### config.mk
export PLATFORM = sky130hd
export DESIGN_NAME = mem_access_ctrl
export DESIGN_NICKNAME = d
export VERILOG_FILES = /design/src/rtl/mem_pkg.sv /design/src/rtl/mem_lane_align.sv /design/src/rtl/mem_access_ctrl.sv
export SDC_FILE = /design/constraint.sdc
export NUM_CORES = 1
export LEC_CHECK = 0
export BUFFER_PORTS_ARGS = -buffer_cell sky130_fd_sc_hd__buf_2
export CAP_MARGIN = 10
export CORE_ASPECT_RATIO = 0.9
export CORE_MARGIN = 1.5
export CORE_UTILIZATION = 51
export CTS_CLUSTER_SIZE = 24
export DETAILED_ROUTE_END_ITERATION = 8
export PLACE_DENSITY = 0.81
export SLEW_MARGIN = 20
export SYNTH_ARGS = -nofsm -noshare
export SYNTH_HDL_FRONTEND = slang
export SYNTH_SLANG_ARGS = --single-unit
### constraint.sdc
create_clock -name CLK -period 3.1 [get_ports CLK]
set_input_delay 0.155 -clock CLK [delete_from_list [all_inputs] [get_ports CLK]]
set_output_delay 0.155 -clock CLK [all_outputs]
set_load 0.01 [all_outputs]
### src/rtl/mem_pkg.sv
// Shared encodings for the memory-stage access controller.
package mem_pkg;

  // Access size encodings carried on MEM_SIZE
  localparam logic [1:0] SZ_B = 2'b00;
  localparam logic [1:0] SZ_H = 2'b01;
  localparam logic [1:0] SZ_W = 2'b10;
  localparam logic [1:0] SZ_D = 2'b11;

  // Controller states
  typedef enum logic [1:0] {
    IDLE = 2'd0,
    REQ  = 2'd1,
    DONE = 2'd2
  } state_e;

  // mcause codes reported on MEM_EXC_CAUSE
  localparam logic [3:0] CAUSE_LD_MISALIGN = 4'd4;
  localparam logic [3:0] CAUSE_LD_FAULT    = 4'd5;
  localparam logic [3:0] CAUSE_ST_MISALIGN = 4'd6;
  localparam logic [3:0] CAUSE_ST_FAULT    = 4'd7;

  // Byte-enable pattern for an access of the given size at offset 0
  function automatic logic [7:0] size_mask(input logic [1:0] size);
    logic [7:0] m;
    case (size)
      SZ_B:    m = 8'h01;
      SZ_H:    m = 8'h03;
      SZ_W:    m = 8'h0F;
      default: m = 8'hFF;
    endcase
    return m;
  endfunction

endpackage

### src/rtl/mem_lane_align.sv
// Combinational byte-lane logic: store shift/strobes, load extract/extend, alignment check.
module mem_lane_align
  import mem_pkg::*;
(
  input  logic [2:0]  st_off,
  input  logic [1:0]  st_size,
  input  logic [63:0] st_data,
  output logic [63:0] wdata,
  output logic [7:0]  wstrb,
  output logic        misaligned,
  input  logic [2:0]  ld_off,
  input  logic [1:0]  ld_size,
  input  logic        ld_unsigned,
  input  logic [63:0] rdata,
  output logic [63:0] ldata
);

  logic [63:0] rshift;

  // Store lanes and alignment for the access currently presented by MEM
  always_comb begin
    wdata = st_data << {st_off, 3'b000};
    wstrb = size_mask(st_size) << st_off;
    case (st_size)
      SZ_B:    misaligned = 1'b0;
      SZ_H:    misaligned = st_off[0];
      SZ_W:    misaligned = |st_off[1:0];
      default: misaligned = |st_off;
    endcase
  end

  // Load data: bring the addressed bytes down to bit 0, then extend
  always_comb begin
    rshift = rdata >> {ld_off, 3'b000};
    case (ld_size)
      SZ_B:    ldata = ld_unsigned ? {56'd0, rshift[7:0]}  : {{56{rshift[7]}}, rshift[7:0]};
      SZ_H:    ldata = ld_unsigned ? {48'd0, rshift[15:0]} : {{48{rshift[15]}}, rshift[15:0]};
      SZ_W:    ldata = ld_unsigned ? {32'd0, rshift[31:0]} : {{32{rshift[31]}}, rshift[31:0]};
      default: ldata = rshift;
    endcase
  end

endmodule

### src/rtl/mem_access_ctrl.sv
// MEM-stage load/store sequencer over a request/acknowledge data-memory port.
module mem_access_ctrl
  import mem_pkg::*;
#(
  parameter int unsigned XLEN        = 64,
  parameter int unsigned TIMEOUT_CYC = 64
) (
  input  logic            CLK,
  input  logic            RESET_N,
  input  logic            MEM_V,
  input  logic            MEM_LOAD,
  input  logic            MEM_STORE,
  input  logic [1:0]      MEM_SIZE,
  input  logic            MEM_UNSIGNED,
  input  logic [XLEN-1:0] MEM_ALU_RESULT,
  input  logic [XLEN-1:0] MEM_SR2,
  input  logic            WB_STALL,
  output logic            MEM_STALL,
  output logic [XLEN-1:0] MEM_RESULT,
  output logic            MEM_DONE,
  output logic            MEM_EXC,
  output logic [3:0]      MEM_EXC_CAUSE,
  output logic            DM_REQ,
  output logic            DM_WE,
  output logic [XLEN-1:0] DM_ADDR,
  output logic [XLEN-1:0] DM_WDATA,
  output logic [7:0]      DM_WSTRB,
  input  logic            DM_ACK,
  input  logic [XLEN-1:0] DM_RDATA,
  input  logic            DM_ERR
);

  localparam logic [7:0] TimeoutLast = 8'(TIMEOUT_CYC);

  state_e          state_q, state_d;
  logic [7:0]      cnt_q, cnt_d;
  logic [XLEN-1:0] result_q, result_d;
  logic            exc_q, exc_d;
  logic [3:0]      cause_q, cause_d;
  logic            capture;

  logic [XLEN-1:0] dm_addr_q, dm_wdata_q;
  logic            dm_we_q;
  logic [7:0]      dm_wstrb_q;
  logic [2:0]      ld_off_q;
  logic [1:0]      ld_size_q;
  logic            ld_uns_q;
  logic            is_load_q;

  logic            acc, is_load;
  logic [63:0]     lane_wdata, lane_ldata;
  logic [7:0]      lane_wstrb;
  logic            lane_mis;

  // Load wins when both load and store are flagged
  assign acc     = MEM_V & (MEM_LOAD | MEM_STORE);
  assign is_load = MEM_LOAD;

  mem_lane_align u_lane (
    .st_off      (MEM_ALU_RESULT[2:0]),
    .st_size     (MEM_SIZE),
    .st_data     (MEM_SR2),
    .wdata       (lane_wdata),
    .wstrb       (lane_wstrb),
    .misaligned  (lane_mis),
    .ld_off      (ld_off_q),
    .ld_size     (ld_size_q),
    .ld_unsigned (ld_uns_q),
    .rdata       (DM_RDATA),
    .ldata       (lane_ldata)
  );

  // Next-state, timeout counter and registered result/exception
  always_comb begin
    state_d  = state_q;
    cnt_d    = cnt_q;
    result_d = result_q;
    exc_d    = exc_q;
    cause_d  = cause_q;
    capture  = 1'b0;
    unique case (state_q)
      IDLE: begin
        if (acc) begin
          if (lane_mis) begin
            exc_d    = 1'b1;
            cause_d  = is_load ? CAUSE_LD_MISALIGN : CAUSE_ST_MISALIGN;
            result_d = '0;
            state_d  = DONE;
          end else begin
            capture = 1'b1;
            cnt_d   = '0;
            state_d = REQ;
          end
        end
      end
      REQ: begin
        // An ack in the timeout cycle takes priority over the fault
        if (DM_ACK) begin
          state_d = DONE;
          if (DM_ERR) begin
            exc_d    = 1'b1;
            cause_d  = is_load_q ? CAUSE_LD_FAULT : CAUSE_ST_FAULT;
            result_d = '0;
          end else begin
            result_d = is_load_q ? lane_ldata : '0;
          end
        end else if (cnt_q == TimeoutLast) begin
          state_d  = DONE;
          exc_d    = 1'b1;
          cause_d  = is_load_q ? CAUSE_LD_FAULT : CAUSE_ST_FAULT;
          result_d = '0;
        end else begin
          cnt_d = cnt_q + 8'd1;
        end
      end
      DONE: begin
        if (!WB_STALL) begin
          state_d  = IDLE;
          result_d = '0;
          exc_d    = 1'b0;
          cause_d  = '0;
        end
      end
      default: state_d = IDLE;
    endcase
  end

  // State and result registers
  always_ff @(posedge CLK or negedge RESET_N) begin
    if (!RESET_N) begin
      state_q  <= IDLE;
      cnt_q    <= '0;
      result_q <= '0;
      exc_q    <= 1'b0;
      cause_q  <= '0;
    end else begin
      state_q  <= state_d;
      cnt_q    <= cnt_d;
      result_q <= result_d;
      exc_q    <= exc_d;
      cause_q  <= cause_d;
    end
  end

  // Bus request fields, captured once and held for the whole REQ phase
  always_ff @(posedge CLK or negedge RESET_N) begin
    if (!RESET_N) begin
      dm_addr_q  <= '0;
      dm_wdata_q <= '0;
      dm_we_q    <= 1'b0;
      dm_wstrb_q <= '0;
      ld_off_q   <= '0;
      ld_size_q  <= SZ_B;
      ld_uns_q   <= 1'b0;
      is_load_q  <= 1'b0;
    end else if (capture) begin
      dm_addr_q  <= {MEM_ALU_RESULT[XLEN-1:3], 3'b000};
      dm_wdata_q <= is_load ? '0 : lane_wdata;
      dm_we_q    <= ~is_load;
      dm_wstrb_q <= is_load ? 8'h00 : lane_wstrb;
      ld_off_q   <= MEM_ALU_RESULT[2:0];
      ld_size_q  <= MEM_SIZE;
      ld_uns_q   <= MEM_UNSIGNED;
      is_load_q  <= is_load;
    end
  end

  // Stall is gated by reset so it drops together with the abandoned request
  always_comb begin
    MEM_STALL     = RESET_N & (((state_q == IDLE) & acc) | (state_q == REQ));
    MEM_DONE      = (state_q == DONE);
    MEM_RESULT    = result_q;
    MEM_EXC       = exc_q;
    MEM_EXC_CAUSE = cause_q;
    DM_REQ        = (state_q == REQ);
    DM_WE         = dm_we_q;
    DM_ADDR       = dm_addr_q;
    DM_WDATA      = dm_wdata_q;
    DM_WSTRB      = dm_wstrb_q;
  end

endmodule

Yosys cells after proc, flatten, opt, wreduce, memory -nomap -nowiden

Cells that the tools add are included.

Add/sub/neg operators: 1
Eq/ne operators: 15
Shift-type cells: 3
Multiplexer cells: 46
Bitwise operators: 6
Reductions and logical operators: 11

Operators with widths:

| kind                                                  | count |
|---|---|
| 2-to-1 mux 64 bit                                     | 11 |
| case mux 64 bit (3 select lines)                      | 2 |
| << shifter 64 x 6 -> 64 bit                           | 1 |
| right shift 64 x 6 -> 64 bit                          | 1 |
| 2-to-1 mux 8 bit                                      | 5 |
| 2-to-1 mux 4 bit                                      | 6 |
| case mux 8 bit (3 select lines)                       | 1 |
| case mux 8 bit (2 select lines)                       | 1 |
| 2-to-1 mux 2 bit                                      | 7 |
| inequality test 2 bit, second input constant          | 6 |
| case mux 4 bit (3 select lines)                       | 1 |
| AND reduction 5 bit                                   | 2 |
| 2-to-1 mux 1 bit                                      | 9 |
| adder 8 x 1 -> 8 bit, second input constant           | 1 |
| == test 8 x 7 -> 1 bit, second input constant         | 1 |
| << shifter 8 x 3 -> 8 bit                             | 1 |
| == test 2 x 1 -> 1 bit, second input constant         | 3 |
| == test 2 bit, second input constant                  | 3 |
| logical NOT 2 bit                                     | 3 |
| case mux 1 bit (3 select lines)                       | 2 |
| case mux 2 bit (3 select lines)                       | 1 |
| AND reduction 6 bit                                   | 1 |
| bitwise AND 1 bit                                     | 3 |
| inequality test 3 x 1 -> 1 bit, second input constant | 1 |
| other kinds (8)                                       | 9 |

Register bits: 220
Input port bits: 203
Output and inout port bits: 209
Word-level logic and storage cells: 95

Longest topological paths before layout

Word-level depth: 7
Gate-level depth with buffers: 11
Gate-level depth less buffers: 7

Cells and area by module

From an unflattened synthesis, not the netlist that was laid out.

Cell total of the unflattened synthesis: 1521
Area total of the unflattened synthesis: 13668.1 um^2

Modules (own cells, without submodules):

| module          | times used | cells each | area an instance (um^2) |
|---|---|---|---|
| mem_access_ctrl | 1          | 977        | 9303.9 |
| mem_lane_align  | 1          | 544        | 4364.2 |

Least setup slack after synthesis

OpenSTA, ideal clock, no wires.

Kind: register to register
Start: register state_q[1]
End: register cause_q[1] (netlist: MEM_EXC_CAUSE[1])
Library setup time: 0.125 ns
Data arrival time: 2.160 ns
Data required time: 2.975 ns
Slack: 0.815 ns
Stages on the path, launching flop included: 10
Path buffers: 2
Period minus slack after synthesis: 2.285 ns
Cells stage by stage: dfrtp_1 inv_1 ha_1 buf_2 inv_1 a211oi_1 or4b_1 buf_4 a21o_1 mux2_4

Longest elaborated chain between the ends: 3
Elaborated cells between the ends (all ways): 11
Classes of those cells: eq/ne (7); mux (1); reduce/logical (3)

Ends and longest elaborated chain:

| what                                                                          | RTL line               | text |
|---|---|---|
| start, declared                                                               | mem_access_ctrl.sv:35  | `state_e state_q, state_d;` |
| start signal, assigned                                                        | mem_access_ctrl.sv:137 | `state_q <= state_d;` |
| == test 2 x 1 -> 1 bit *                                                      | n/a                    |  |
| named net DM_REQ                                                              | mem_access_ctrl.sv:23  | `output logic DM_REQ,` |
| inequality test 3 x 2 -> 1 bit (no source line), or another cell as far along | n/a                    |  |
| AND reduction 6 bit (no source line)                                          | n/a                    |  |
| end signal, assigned                                                          | mem_access_ctrl.sv:141 | `cause_q <= cause_d;` |
| end, declared                                                                 | mem_access_ctrl.sv:39  | `logic [3:0] cause_q, cause_d;` |

Mark *: on every way through the listed nets, which the timed path passes. The rest lies on a longest branch.
A chain may end at the register's enable or synchronous reset.

Final worst setup path

Start: register cnt_q[0]
End: register result_q[4] (netlist: MEM_RESULT[4])

Longest elaborated chain between the ends: 3

Ends and longest elaborated chain:

| what                                            | RTL line               | text |
|---|---|---|
| start, declared                                 | mem_access_ctrl.sv:36  | `logic [7:0] cnt_q, cnt_d;` |
| start signal, assigned                          | mem_access_ctrl.sv:138 | `cnt_q <= cnt_d;` |
| == test 8 x 7 -> 1 bit                          | mem_access_ctrl.sv:107 | `end else if (cnt_q == TimeoutLast) begin` |
| inequality test 3 x 1 -> 1 bit (no source line) | n/a                    |  |
| AND reduction 5 bit (no source line)            | n/a                    |  |
| end signal, assigned                            | mem_access_ctrl.sv:139 | `result_q <= result_d;` |
| end, declared                                   | mem_access_ctrl.sv:37  | `logic [XLEN-1:0] result_q, result_d;` |

Every way passes these cells.

==> results.sh <==
export IMPL_tightest_slew_ps=1022
export IMPL_finish_net_count=1756
export IMPL_setup_ws_ps=620.0
export IMPL_wl_met2_um=20150
export IMPL_cp_depth=7
export IMPL_die_width_um=165.7
export IMPL_end_kind="flip-flop"
export IMPL_synthTopCellsByArea="dfrtp_1 45%, mux2_2 9.0%, mux2i_1 7.1%, mux4_2 6.1%, a22o_1 4.1%"
export IMPL_ios=412
export IMPL_endpoint="MEM_RESULT[4]"
export IMPL_portBuffers=407
export IMPL_critical_path_class="flip-flop to flip-flop"
export IMPL_r2r_cells=7
export IMPL_synthCells=1113
export IMPL_setup_viol=0
export IMPL_drt_iter0_drc=1193
export IMPL_grt_use_total=0.3272
export IMPL_drive_gt1_frac=0.3950
export IMPL_finalSetupTns_ps=0
export IMPL_drtAntennaViolNets=0
export IMPL_synth_seq_area_share=0.4510
export IMPL_r2r_start="cnt_q[0]"
export IMPL_cts_sinks=219
export IMPL_core_um2=23340
export IMPL_cp_cell_sequence="inv_1 > ha_1 > and4bb_1 > a211oi_1 > or4b_2 > buf_4 > o31ai_1"
export IMPL_ys_warn_count=0
export IMPL_place_ws_ps=631.1
export IMPL_max_stage_delay_ps=810
export IMPL_cp_data_arrival_time_ps=2900
export IMPL_status="completed"
export IMPL_rsz0062_at_grt="false"
export IMPL_initial_core_util=0.5206
export IMPL_finClkSkew_ps=13.56
export IMPL_ir_drop_mv=0.5513
export IMPL_hp_class="input port to flip-flop"
export IMPL_wirelength_um=41790
export IMPL_syn_area_um2=12150
export IMPL_ys_types=56
export IMPL_crit_slowest_cell="or4b_2"
export IMPL_ctsLongestPathBuffers=3
export IMPL_wl_met1_um=15930
export IMPL_clk_latency_ps=530
export IMPL_dp_hpwl_um=29310
export IMPL_overflow=0
export IMPL_synth_edf_count=0
export IMPL_cts_root_buf="clkbuf_16"
export IMPL_ys_ff_latch=219
export IMPL_grt_pass1_wl_um=63390
export IMPL_cts_inserted_buffers=24
export IMPL_wl_per_cell_um=22.41
export IMPL_die_y_um=149.4
export IMPL_areaGrowthSynthToFinish_pct=30.58
export IMPL_vias=11220
export IMPL_routabilityCongestion=0.9705
export IMPL_critPathLaunch="cnt_q[0]"
export IMPL_slew_headroom=0.3187
export IMPL_fmax_mhz=403.2
export IMPL_cts_hold_buf=74
export IMPL_postCtsSetupBuffers=0
export IMPL_cts_max_level=1
export IMPL_wl_met3_um=3835
export IMPL_cp_data_required_time_ps=3520
export IMPL_drc=0
export IMPL_grt_pass1_vias=11250
export IMPL_synth_top_flop_cell="dfrtp_1"
export IMPL_antenna_found_initial=2
export IMPL_fp_row_count=53
export IMPL_r2r_slack_ps=620
export IMPL_drt_pass1_iter_count=6
export IMPL_crit_buf_inv=2
export IMPL_clk_pin_slew_worst_paths_ps=70
export IMPL_finalCriticalPeriod_ps=2480
export IMPL_die_area_um2=24760
export IMPL_max_cap_violations=0
export IMPL_viasPerCell=6.013
export IMPL_p_per_area_nw_per_um2=825.9
export IMPL_syn_area_per_cell_um2=10.92
export IMPL_crit_fanout=42
export IMPL_yosysTopAreaCellShare=0.4510
export IMPL_yosysTopAreaCell="dfrtp_1"
export IMPL_slew_violations=0
export IMPL_r2r_end="MEM_RESULT[4]"
export IMPL_crit_family="simple AND/OR/NAND/NOR gates"
export IMPL_start_kind="flip-flop"
export IMPL_p_leak_nw=7.934
export IMPL_tritoncts="done"
export IMPL_synth_async_reset_ratio=1.000
export IMPL_fin_crit_sh=0.8000
export IMPL_hold_viol_final=0
export IMPL_cts_resized=0
export IMPL_highest_layer="met5"
export IMPL_grt_start_max_net_pins=112
==> cells in the final DEF, fill, tap and decap left out, types with 4 or more instances in the layout <==
cell type,netlist,final
mux4_2,33,33
and3_1,7,7
ha_1,6,6
mux2_2,97,97
nor2_1,36,36
nor2b_1,7,7
o21a_1,11,11
a22o_1,57,57
o21ai_0,99,99
mux2i_1,86,86
dfrtp_1,219,218
inv_1,21,21
o211ai_1,20,20
buf_4,13,26
clkbuf_1,46,4
a21o_1,6,6
and2_1,5,5
clkbuf_8,0,7
buf_2,33,405
o22ai_1,8,8
a21oi_1,27,27
clkinv_2,0,4
a32o_1,33,33
buf_12,0,4
nand3_1,16,16
a22oi_1,7,7
dlygate4sd3_1,0,74
nand2_1,131,130
o31ai_1,12,12
nand4_1,4,4
conb_1,1,4
a32oi_1,8,8
a2bb2oi_1,8,8
clkbuf_16,0,25
nor3_1,4,4
==> how the worst min path moves through the flow <==
stage	end	cells past startpoint	start
2_1_floorplan	DM_ADDR[10]	0	RESET_N
3_3_place_gp	MEM_RESULT[58]	1	RESET_N
3_5_place_dp	MEM_RESULT[58]	1	RESET_N
4_1_cts	DM_WDATA[1]	2	MEM_SR2[1]
5_1_grt	DM_WDATA[1]	2	MEM_SR2[1]
6_report	state_q[1]	4	WB_STALL
==> through the flow <==
stage / cells / area [um^2] / hold WS [ps] / total power [mW] / utilization
2_1_floorplan: 1116 / 12160 / -140.6 / 7.963 / -
3_3_place_gp: 1749 / 14340 / 184.4 / 9.893 / 0.6142
3_5_place_dp: 1749 / 14340 / 188.5 / 10.03 / 0.6142
4_1_cts: 1864 / 15870 / 2.341 / 13.01 / 0.6797
5_1_grt: 1865 / 15870 / 24.05 / 13.78 / 0.6798
6_report: 1865 / 15870 / 28.71 / 13.11 / 0.6798
==> kinds of logic (layout without fill, tap and decap cells) <==
group,Yosys count,count (layout),share of synthesized area
compound gates,311,311,0.1821
simple gates,233,233,0.08721
flops,219,219,0.4510
mux,217,217,0.2231
buf+inv,126,572,0.05004
fa+ha+maj,6,6,0.006178
other cells,1,5,0.0003086
==> Yosys cell counts, types with 2 or more instances <==
cell	instances
dfrtp_1	219
nand2_1	131
o21ai_0	99
mux2_2	97
mux2i_1	86
a22o_1	57
clkbuf_1	46
nor2_1	36
a32o_1	33
buf_2	33
mux4_2	33
a21oi_1	27
inv_1	21
o211ai_1	20
nand3_1	16
buf_4	13
o31ai_1	12
o21a_1	11
a2bb2oi_1	8
a32oi_1	8
o22ai_1	8
a22oi_1	7
and3_1	7
buf_1	7
nor2b_1	7
a21o_1	6
buf_6	6
ha_1	6
and2_1	5
nand4_1	4
nor3_1	4
a211oi_1	3
nand3b_1	3
o221ai_1	3
o2bb2ai_1	3
or3_1	3
or3b_2	3
nand2b_1	2
or2_2	2
or4_1	2
==> state kept, by name, indices dropped and copies added, names as in the netlist, 2 cells and up <==
| name | count |
|---|---|
| MEM_RESULT | 64 |
| MEM_EXC_CAUSE | 3 |
| DM_WDATA | 64 |
| DM_ADDR | 61 |
| ld_off_q | 3 |
| state_q | 2 |
| DM_WSTRB | 8 |
| cnt_q | 8 |
| ld_size_q | 2 |
==> cell type report <==
cell class | instances | area [um^2]
diodes | 1 | 2.502
clock buffers | 36 | 737.0
clock inverters | 5 | 50.05
fillers | 1712 | 7475
inverters | 21 | 78.83
multi-input cells | 771 | 6082
flip-flops and latches | 219 | 5482
well taps | 302 | 377.9
repair buffers | 510 | 3058
==> layer usage <==
metal  vias up  track usage
met5         -            0
met4         2       0.1383
met3       119      0.07617
met2       648       0.5429
met1      5434       0.4142
li1       5012            -
==> worst min-delay path: cells and delay by family <==
| family | cells | cell delay (ps) |
|---|---|---|
| simple gates | 1 | 100 |
| buf+inv | 1 | 90 |
| compound gates | 2 | 150 |
==> power breakdown <==
part	total, mW	switching, mW	internal [mW]
combinational	5.97	3.50	2.47
clock	2.89	1.18	1.71
sequential	4.24	0.580	3.66
total	13.1	5.26	7.85
Power figures use the tool's default switching activity.
